## src/rtl/vfifo_mc_fifo_sc.sv

```systemverilog
// vfifo_mc_fifo_sc
// Single-clock multi-channel FIFO. NCH = 2**NCH_LOG2 logical FIFOs, each
// DEPTH = 2**ADDR_WIDTH deep, share one dual-port RAM addressed {channel, ptr}.
// Ports:
//   clk, rst_n                    clock, async active-low reset
//   wr_en, wr_ch, wr_data         write request into channel wr_ch
//   rd_en, rd_ch                  read request from channel rd_ch
//   rd_data, rd_valid, rd_valid_ch registered read result (1-cycle latency)
//   flush, flush_ch               clear one channel's pointers and count
//   empty, full                   per-channel flags (bit i = channel i)
//   fill                          packed per-channel counts, ADDR_WIDTH+1 bits each
//   wr_err, rd_err                one-cycle pulses for rejected write / read
module vfifo_mc_fifo_sc #(
  parameter int DATA_WIDTH = 8,
  parameter int ADDR_WIDTH = 4,
  parameter int NCH_LOG2   = 2
) (
  input  logic                                       clk,
  input  logic                                       rst_n,
  input  logic                                       wr_en,
  input  logic [NCH_LOG2-1:0]                        wr_ch,
  input  logic [DATA_WIDTH-1:0]                      wr_data,
  input  logic                                       rd_en,
  input  logic [NCH_LOG2-1:0]                        rd_ch,
  output logic [DATA_WIDTH-1:0]                      rd_data,
  output logic                                       rd_valid,
  output logic [NCH_LOG2-1:0]                        rd_valid_ch,
  input  logic                                       flush,
  input  logic [NCH_LOG2-1:0]                        flush_ch,
  output logic [(2**NCH_LOG2)-1:0]                   empty,
  output logic [(2**NCH_LOG2)-1:0]                   full,
  output logic [(2**NCH_LOG2)*(ADDR_WIDTH+1)-1:0]    fill,
  output logic                                       wr_err,
  output logic                                       rd_err
);

  localparam int NCH   = 2**NCH_LOG2;
  localparam int DEPTH = 2**ADDR_WIDTH;
  localparam int CW    = ADDR_WIDTH + 1;

  logic [DATA_WIDTH-1:0] mem [NCH*DEPTH];

  logic [ADDR_WIDTH-1:0] wptr_q  [NCH];
  logic [ADDR_WIDTH-1:0] wptr_d  [NCH];
  logic [ADDR_WIDTH-1:0] rptr_q  [NCH];
  logic [ADDR_WIDTH-1:0] rptr_d  [NCH];
  logic [CW-1:0]         count_q [NCH];
  logic [CW-1:0]         count_d [NCH];
  logic [NCH-1:0]        empty_q, empty_d;
  logic [NCH-1:0]        full_q, full_d;

  logic [DATA_WIDTH-1:0] rd_data_q, rd_data_d;
  logic                  rd_valid_q, rd_valid_d;
  logic [NCH_LOG2-1:0]   rd_valid_ch_q, rd_valid_ch_d;
  logic                  wr_err_q, wr_err_d;
  logic                  rd_err_q, rd_err_d;

  logic wr_flushed, rd_flushed;
  logic wr_ok, rd_ok;

  // Accept decisions use the registered flags; a flush on the same channel
  // silently drops the request (no error pulse).
  always_comb begin
    wr_flushed = flush && (flush_ch == wr_ch);
    rd_flushed = flush && (flush_ch == rd_ch);
    wr_ok      = wr_en && !full_q[wr_ch]  && !wr_flushed;
    rd_ok      = rd_en && !empty_q[rd_ch] && !rd_flushed;
    wr_err_d   = wr_en &&  full_q[wr_ch]  && !wr_flushed;
    rd_err_d   = rd_en &&  empty_q[rd_ch] && !rd_flushed;
  end

  always_comb begin
    for (int i = 0; i < NCH; i++) begin
      wptr_d[i]  = wptr_q[i];
      rptr_d[i]  = rptr_q[i];
      count_d[i] = count_q[i];
      if (wr_ok && (wr_ch == NCH_LOG2'(i))) wptr_d[i] = wptr_q[i] + 1'b1;
      if (rd_ok && (rd_ch == NCH_LOG2'(i))) rptr_d[i] = rptr_q[i] + 1'b1;
      if ((wr_ok && (wr_ch == NCH_LOG2'(i))) && !(rd_ok && (rd_ch == NCH_LOG2'(i))))
        count_d[i] = count_q[i] + 1'b1;
      else if (!(wr_ok && (wr_ch == NCH_LOG2'(i))) && (rd_ok && (rd_ch == NCH_LOG2'(i))))
        count_d[i] = count_q[i] - 1'b1;
      if (flush && (flush_ch == NCH_LOG2'(i))) begin
        wptr_d[i]  = '0;
        rptr_d[i]  = '0;
        count_d[i] = '0;
      end
      empty_d[i] = (count_d[i] == '0);
      full_d[i]  = (count_d[i] == CW'(DEPTH));
    end
  end

  // rd_data and rd_valid_ch hold their last values between accepted reads.
  always_comb begin
    rd_valid_d    = rd_ok;
    rd_data_d     = rd_data_q;
    rd_valid_ch_d = rd_valid_ch_q;
    if (rd_ok) begin
      rd_data_d     = mem[{rd_ch, rptr_q[rd_ch]}];
      rd_valid_ch_d = rd_ch;
    end
  end

  always_ff @(posedge clk or negedge rst_n) begin
    if (!rst_n) begin
      for (int i = 0; i < NCH; i++) begin
        wptr_q[i]  <= '0;
        rptr_q[i]  <= '0;
        count_q[i] <= '0;
      end
      empty_q       <= '1;
      full_q        <= '0;
      rd_data_q     <= '0;
      rd_valid_q    <= 1'b0;
      rd_valid_ch_q <= '0;
      wr_err_q      <= 1'b0;
      rd_err_q      <= 1'b0;
    end else begin
      for (int i = 0; i < NCH; i++) begin
        wptr_q[i]  <= wptr_d[i];
        rptr_q[i]  <= rptr_d[i];
        count_q[i] <= count_d[i];
      end
      empty_q       <= empty_d;
      full_q        <= full_d;
      rd_data_q     <= rd_data_d;
      rd_valid_q    <= rd_valid_d;
      rd_valid_ch_q <= rd_valid_ch_d;
      wr_err_q      <= wr_err_d;
      rd_err_q      <= rd_err_d;
    end
  end

  // RAM contents are deliberately not reset.
  always_ff @(posedge clk) begin
    if (wr_ok) mem[{wr_ch, wptr_q[wr_ch]}] <= wr_data;
  end

  always_comb begin
    fill = '0;
    for (int i = 0; i < NCH; i++) fill[i*CW +: CW] = count_q[i];
  end

  assign empty       = empty_q;
  assign full        = full_q;
  assign rd_data     = rd_data_q;
  assign rd_valid    = rd_valid_q;
  assign rd_valid_ch = rd_valid_ch_q;
  assign wr_err      = wr_err_q;
  assign rd_err      = rd_err_q;

endmodule

```

## config.mk

```make
export PLATFORM = sky130hd
export DESIGN_NAME = vfifo_mc_fifo_sc
export DESIGN_NICKNAME = d
export VERILOG_FILES = /design/src/rtl/vfifo_mc_fifo_sc.sv
export SDC_FILE = /design/constraint.sdc
export NUM_CORES = 1
export LEC_CHECK = 0
export ABC_AREA = 1
export CAP_MARGIN = 15
export CELL_PAD_IN_SITES_DETAIL_PLACEMENT = 1
export CELL_PAD_IN_SITES_GLOBAL_PLACEMENT = 1
export CORE_MARGIN = 1.5
export CORE_UTILIZATION = 45
export DETAILED_ROUTE_END_ITERATION = 6
export PLACE_DENSITY = 0.86
export SYNTH_ARGS = -nofsm -noshare
export SYNTH_HDL_FRONTEND = slang
export SYNTH_SLANG_ARGS = --single-unit
export TNS_END_PERCENT = 50
```

## constraint.sdc

```tcl
create_clock -name clk -period 2.05 [get_ports clk]
set_input_delay 0.205 -clock clk [delete_from_list [all_inputs] [get_ports clk]]
set_output_delay 0.205 -clock clk [all_outputs]
set_load 0.02 [all_outputs]
```

# == Word level (Yosys, flattened, before mapping) ==
# Memories as Yosys holds them, arrays and structs flattened. A register that Yosys moved wholly into a read port is not among the register bits.
# Cells that the tools add are included.
# word_totals
wordCells,154
reg_bits,65
memories,1
out_inout_bits,41
mem_bits_rw,512
input_bits,19
# memory_table
memory,depth,word_bits,rd,rd_clocked_by_memory_dff,wr,line_no,rtl
mem,64,8,1,1,1,41,logic [DATA_WIDTH-1:0] mem [NCH*DEPTH];
# classes
n_lt_le_gt_ge,4
n_bitwise,2
mux,40
reduce_logical,58
n_addsub,16
eq_ne,15
# ops
operator,n
$mux W4,20
$mux W5,12
$add A4 B1 Y4 const B,8
$logic_and A1 B1 Y1,30
$add A5 B1 Y5 const B,4
$eq A5 B5 Y1 const B,4
$logic_not A5 Y1,4
$sub A5 B1 Y5 const B,4
$bmux W4 S2,2
$reduce_bool A2 Y1,8
$logic_not A1 Y1,13
$eq A2 B2 Y1 const B,6
$eq A2 B1 Y1 const B,3
$ge A3 B3 Y1 const B,2
$logic_not A2 Y1,3
$lt A2 B3 Y1 const B,2
$not A2 Y3,2
$bmux W1 S2,2
$eq A2 B2 Y1,2
$mux W1,4

# == Logic depth before layout (Yosys ltp) ==
# logic_depth
depth_word,12
mapped_depth,18
depth_no_buf,16

# == Worst setup path before layout ==
# No wires, ideal clock.
# synth_path
kind,input to register
start,in wr_ch[0]
end,"mem mem[48][0], enable pin"
path_slack_ps,-145
arrival_time_ps,1825
path_buffers,1
required_time_ps,1680
setup_time_ps,370
stages,11
cell_sequence,buf_4 inv_1 nand2_2 inv_1 nand2_1 nand2_1 nor2_8 nand3_1 nor2_4 nand3_1 nor2_1
# synth_via
elab_chain_cells,7
word_cells_on_any_way,14
cone_classes,eq/ne (1); mux (7); bitwise (1); reduce/logical (5)
# synth_lines
element,line_no,rtl
from (decl),21,"input logic [NCH_LOG2-1:0] wr_ch,"
$bmux W1 S2,66,wr_ok = wr_en && !full_q[wr_ch] && !wr_flushed;
$mux W1 (not written as such),66,
$logic_not A1 Y1,66,
$logic_and A1 B1 Y1 (2 in series),66,
$mux W1,136,"if (wr_ok) mem[{wr_ch, wptr_q[wr_ch]}] <= wr_data;"
$mux W1 (not written as such),136,
to (decl),41,
# Several ways; a longest one is shown, not always the timed one. The select of a mux whose other input is x is not followed.

# == Worst setup path in the final report ==
# layout_path
start,reg rptr_q[12] in the netlist's numbering
end,"reg rd_data_q[1], in the netlist rd_data[1] (read register of mem)"
# layout_via
elab_chain_cells,3
# layout_lines
element,line_no,rtl
from (decl),45,logic [ADDR_WIDTH-1:0] rptr_q [NCH];
"from (signal, indexed assignment)",121,rptr_q[i] <= rptr_d[i];
$bmux W4 S2,99,"rd_data_d = mem[{rd_ch, rptr_q[rd_ch]}];"
$mux W4 (not written as such) (2 in series),99,
to (decl),52,"logic [DATA_WIDTH-1:0] rd_data_q, rd_data_d;"
# No other way between the ends. The select of a mux whose other input is x is not followed.
# A chain may end at the register's enable or synchronous reset.

==> impl_results.md <==
* Slew Limit Headroom at 0.5260
* Leakage at 0.01445 uW
* CP arrival at 3.39 ns
* Actual slew at the worst max-slew pin at 0.7111 ns
* Routed WL at 113,900 um
* Leading cell type in the layout, fill and taps excluded: edfxtp_1
* Die area at 0.06155 mm^2
* Remaining DRCs at 3
* Avg WL per Cell at 30.20 um
* Clock tree buffer depth at 3
* Post-place setup slack at -0.8389 ns
* TritonRoute pass-1 iters at 7
* Clock transition at path regs at 0.07 ns
* Worst reg2reg startpoint: rptr_q[12]$_DFFE_PN0P_
* Hold Vio Cnt, Final at 0
* Top FF cell, synth: edfxtp_1
* All-Layer GR Usage at 0.3402
* Vias post-DR at 23,460
* Post-Synth Adder-Cell Area at 0.007406
* Most used cell, CP: nand3_1
* Min Tclk post-route at 2.860 ns
* Post-Syn Instances at 2,615
* Cell type with the largest total area after synthesis: edfxtp_1
* XOR/XNOR Fraction of Synth Area at 0.003564
* DR iter-0 viols at 3,395
* Pwr/cell area at 1125 mW/mm^2
* RD Place Congestion at 0.9008
* RSZ-0062 raised after global routing: true
* Top cells by area, synth: edfxtp_1, nand3_1, nand2_1
* Yosys warning count at 0
* R2R Path End: rd_data[1]$_DFFE_PN0P_
* Setup ws final at -0.8099 ns
* Largest net degree at the start of global routing at 65
* Total CTS buffers at 60
* Failing checks: DRC, setup timing
* Switch share at 0.3601
* Core ar. at 0.05924 mm^2
* Clock Power Share at 0.301
* Via/cell ratio at 6.220
* Yosys top cell area share at 0.5688
* Layout Skew at 0.04587 ns
* Htree depth at 2
* Sequential Power Share at 0.364
* Nets at 2,981
* Worst setup EP type: register
* Worst Hold Endpoint: mem[1][2]$_DFFE_PP_
* Synth Area in Simple Gates at 0.2520
* Clk Latency, worst-skew pair at 0.67 ns
* Status: finished with violations
* Maximum VDD drop at 0.9102 mV
* P&R area growth vs syn at 28.89%
* Max FO, Critical Path at 28
* CP startpoint kind: register
* Synth Area per Inst at 10.34 um^2
* Synthesized Nets at 2,650
* TritonCTS clock tree: done
* CP required at 2.58 ns
* Setup-failing EPs final at 201
* Min-Delay Path Class: in2reg
* Clk Tree Root Cell: clkbuf_16
* CP Cell Sequence: nand2_1 > nand2_2 > nand2_4 > buf_6 > buf_12 > nand3b_1 > nand3_1 > nand3_1 > nand3_1 > nand2_2 > nand2_4 > nand3_2 > nor2_2 > nor2_2
* Initial antenna violation count at 4
* Async set-reset flop share out of synthesis at 0.1248
* # rows at 89
* Starting Density at 0.4563
* FF+latch count, synth at 585
* Antenna-violating nets left at 0
* Total congestion overflow at 0
* Layout cells sized above 1 at 0.2522
* Complex-gate fraction of the synthesized area at 0.02065
* Most frequent cells in the layout: edfxtp_1, nand2_1, nand3_1, inv_1, buf_4
* Internal power at 25,070 uW
* Worst r2r path cells at 14
* Period utilization at 1.395
* Sink Count at 585
* First-pass GRT wire length at 155,000 um
* # IOs at 60
* CP max-delay cell: dfrtp_1
* Unique masters post-synth at 40
* Utilization after layout at 0.5881
* Post-Layout Cell Count at 3,772
* Max Clock Freq at 349.7 MHz
* Via count of the first global-routing pass at 24,610
* Mux share of post-synthesis cell area at 0
* Hold Crit Start: wr_data[2]
* FF-to-FF setup slack at -0.81 ns
* Part of the power in combinational logic at 0.335
* Main combinational cell family by area after synthesis: simple AND/OR/NAND/NOR gates
* Sw Pwr at 14,110 uW
* CP max stage delay at 0.40 ns
* Die width at 248.1 um
* Synth Cell Area at 0.02703 mm^2
* Dpl hpwl at 56,780 um
* Inst Count DP at 3,582
* Worst hold path depth at 1
* Die Y at 248.1 um
* Register area share after synthesis at 0.6366
* Max_cap viols at 0
* Post-synth EDFFs at 512
* Design Power at 39,180 uW
* Final slew viol count at 0
* # port buffers at 59
* Crit path kind: reg2reg
worst max-delay path by stage:
| stage | start | to | slack, ns |
|---|---|---|---|
| 3_5_place_dp | rd_ch[0] | rd_data[2]$_DFFE_PN0P_ | -0.84 |
| 6_report | rptr_q[12]$_DFFE_PN0P_ | rd_data[1]$_DFFE_PN0P_ | -0.81 |
| 2_1_floorplan | wr_ch[0] | mem[56][0]$_DFFE_PP_ | -0.11 |
| 4_1_cts | rptr_q[8]$_DFFE_PN0P_ | rd_data[4]$_DFFE_PN0P_ | -0.17 |
| 3_3_place_gp | rd_ch[0] | empty[0]$_DFF_PN1_ | -0.74 |
| 5_1_grt | rptr_q[0]$_DFFE_PN0P_ | rd_data[1]$_DFFE_PN0P_ | -0.78 |
worst max-delay path, delay by kind of cell (launching register included):
family / cells / cell delay (ns)
simple gates: 12 / 1.87
flops: 1 / 0.40
buf+inv: 2 / 0.43
through the flow:
stage / hold slack [ns] / area, um^2 / setup TNS [ns]
2_1_floorplan: -0.09059 / 27110 / -24.07
3_3_place_gp: 0.2757 / 30590 / -283.77
3_5_place_dp: 0.2854 / 30590 / -375.08
4_1_cts: 0.04421 / 33990 / -1.631
5_1_grt: 0.03670 / 34840 / -21.46
6_report: 0.04100 / 34840 / -11.21
flip-flops by register name (all words and copies together) (netlist names):
signal	flops
full	4
fill	20
mem	512
rptr_q	16
rd_valid	1
wptr_q	16
rd_err	1
wr_err	1
rd_data	8
rd_valid_ch	2
empty	4
synthesized netlist by cell type, types with 16 or more instances:
cell,n
buf_1,19
nand2_1,520
buf_2,62
nand3_1,499
edfxtp_1,512
clkbuf_1,32
o211ai_1,16
a21oi_1,35
nor3_1,21
nand3b_1,168
or2_2,16
nor2_1,110
inv_1,377
o21ai_0,21
dfrtp_1,69
ha_1,16
power groups by stage:
stage	logic, uW	registers (uW)	clock network (uW)
floorplan	4880	14600	0
global placement	9220	14300	0
detailed placement	9760	14400	0
CTS	11500	14200	11500
global route	13600	14300	12200
finish	13100	14300	11800
repair_timing:
item,in CTS,in global routing
hold endpoints to repair,45,0
gates cloned,14,1
hold buffers,1,0
endpoints found under the setup margin,490,540
buffers inserted,39,22
resized for setup,182,184
pin swaps,62,47
metal layers:
metal / vias up / global-route usage / share of wire
li1: 9468 / - / -
met1: 11520 / 0.4006 / 0.34
met2: 1830 / 0.5761 / 0.47
met3: 636 / 0.06960 / 0.11
met4: 6 / 0.2009 / 0.078
met5: - / 0 / 0.00096
cell families after synthesis:
kind of cell / after synthesis
buf+inv: 525
compound gates: 95
simple gates: 1383
xor+xnor: 11
fa+ha+maj: 16
flops: 585
area by class of cell:
type / instances / area, um^2
Clock buffer: 73 / 1572
Inverter: 396 / 1506
Sequential cell: 585 / 17210
Antenna cell: 1 / 2.502
Tap cell: 773 / 967.2
Clock inverter: 41 / 427.9
Fill cell: 6074 / 24400
Timing Repair Buffer: 398 / 4370
Multi-Input combinational cell: 1505 / 8783
Power figures use the tool's default switching activity.
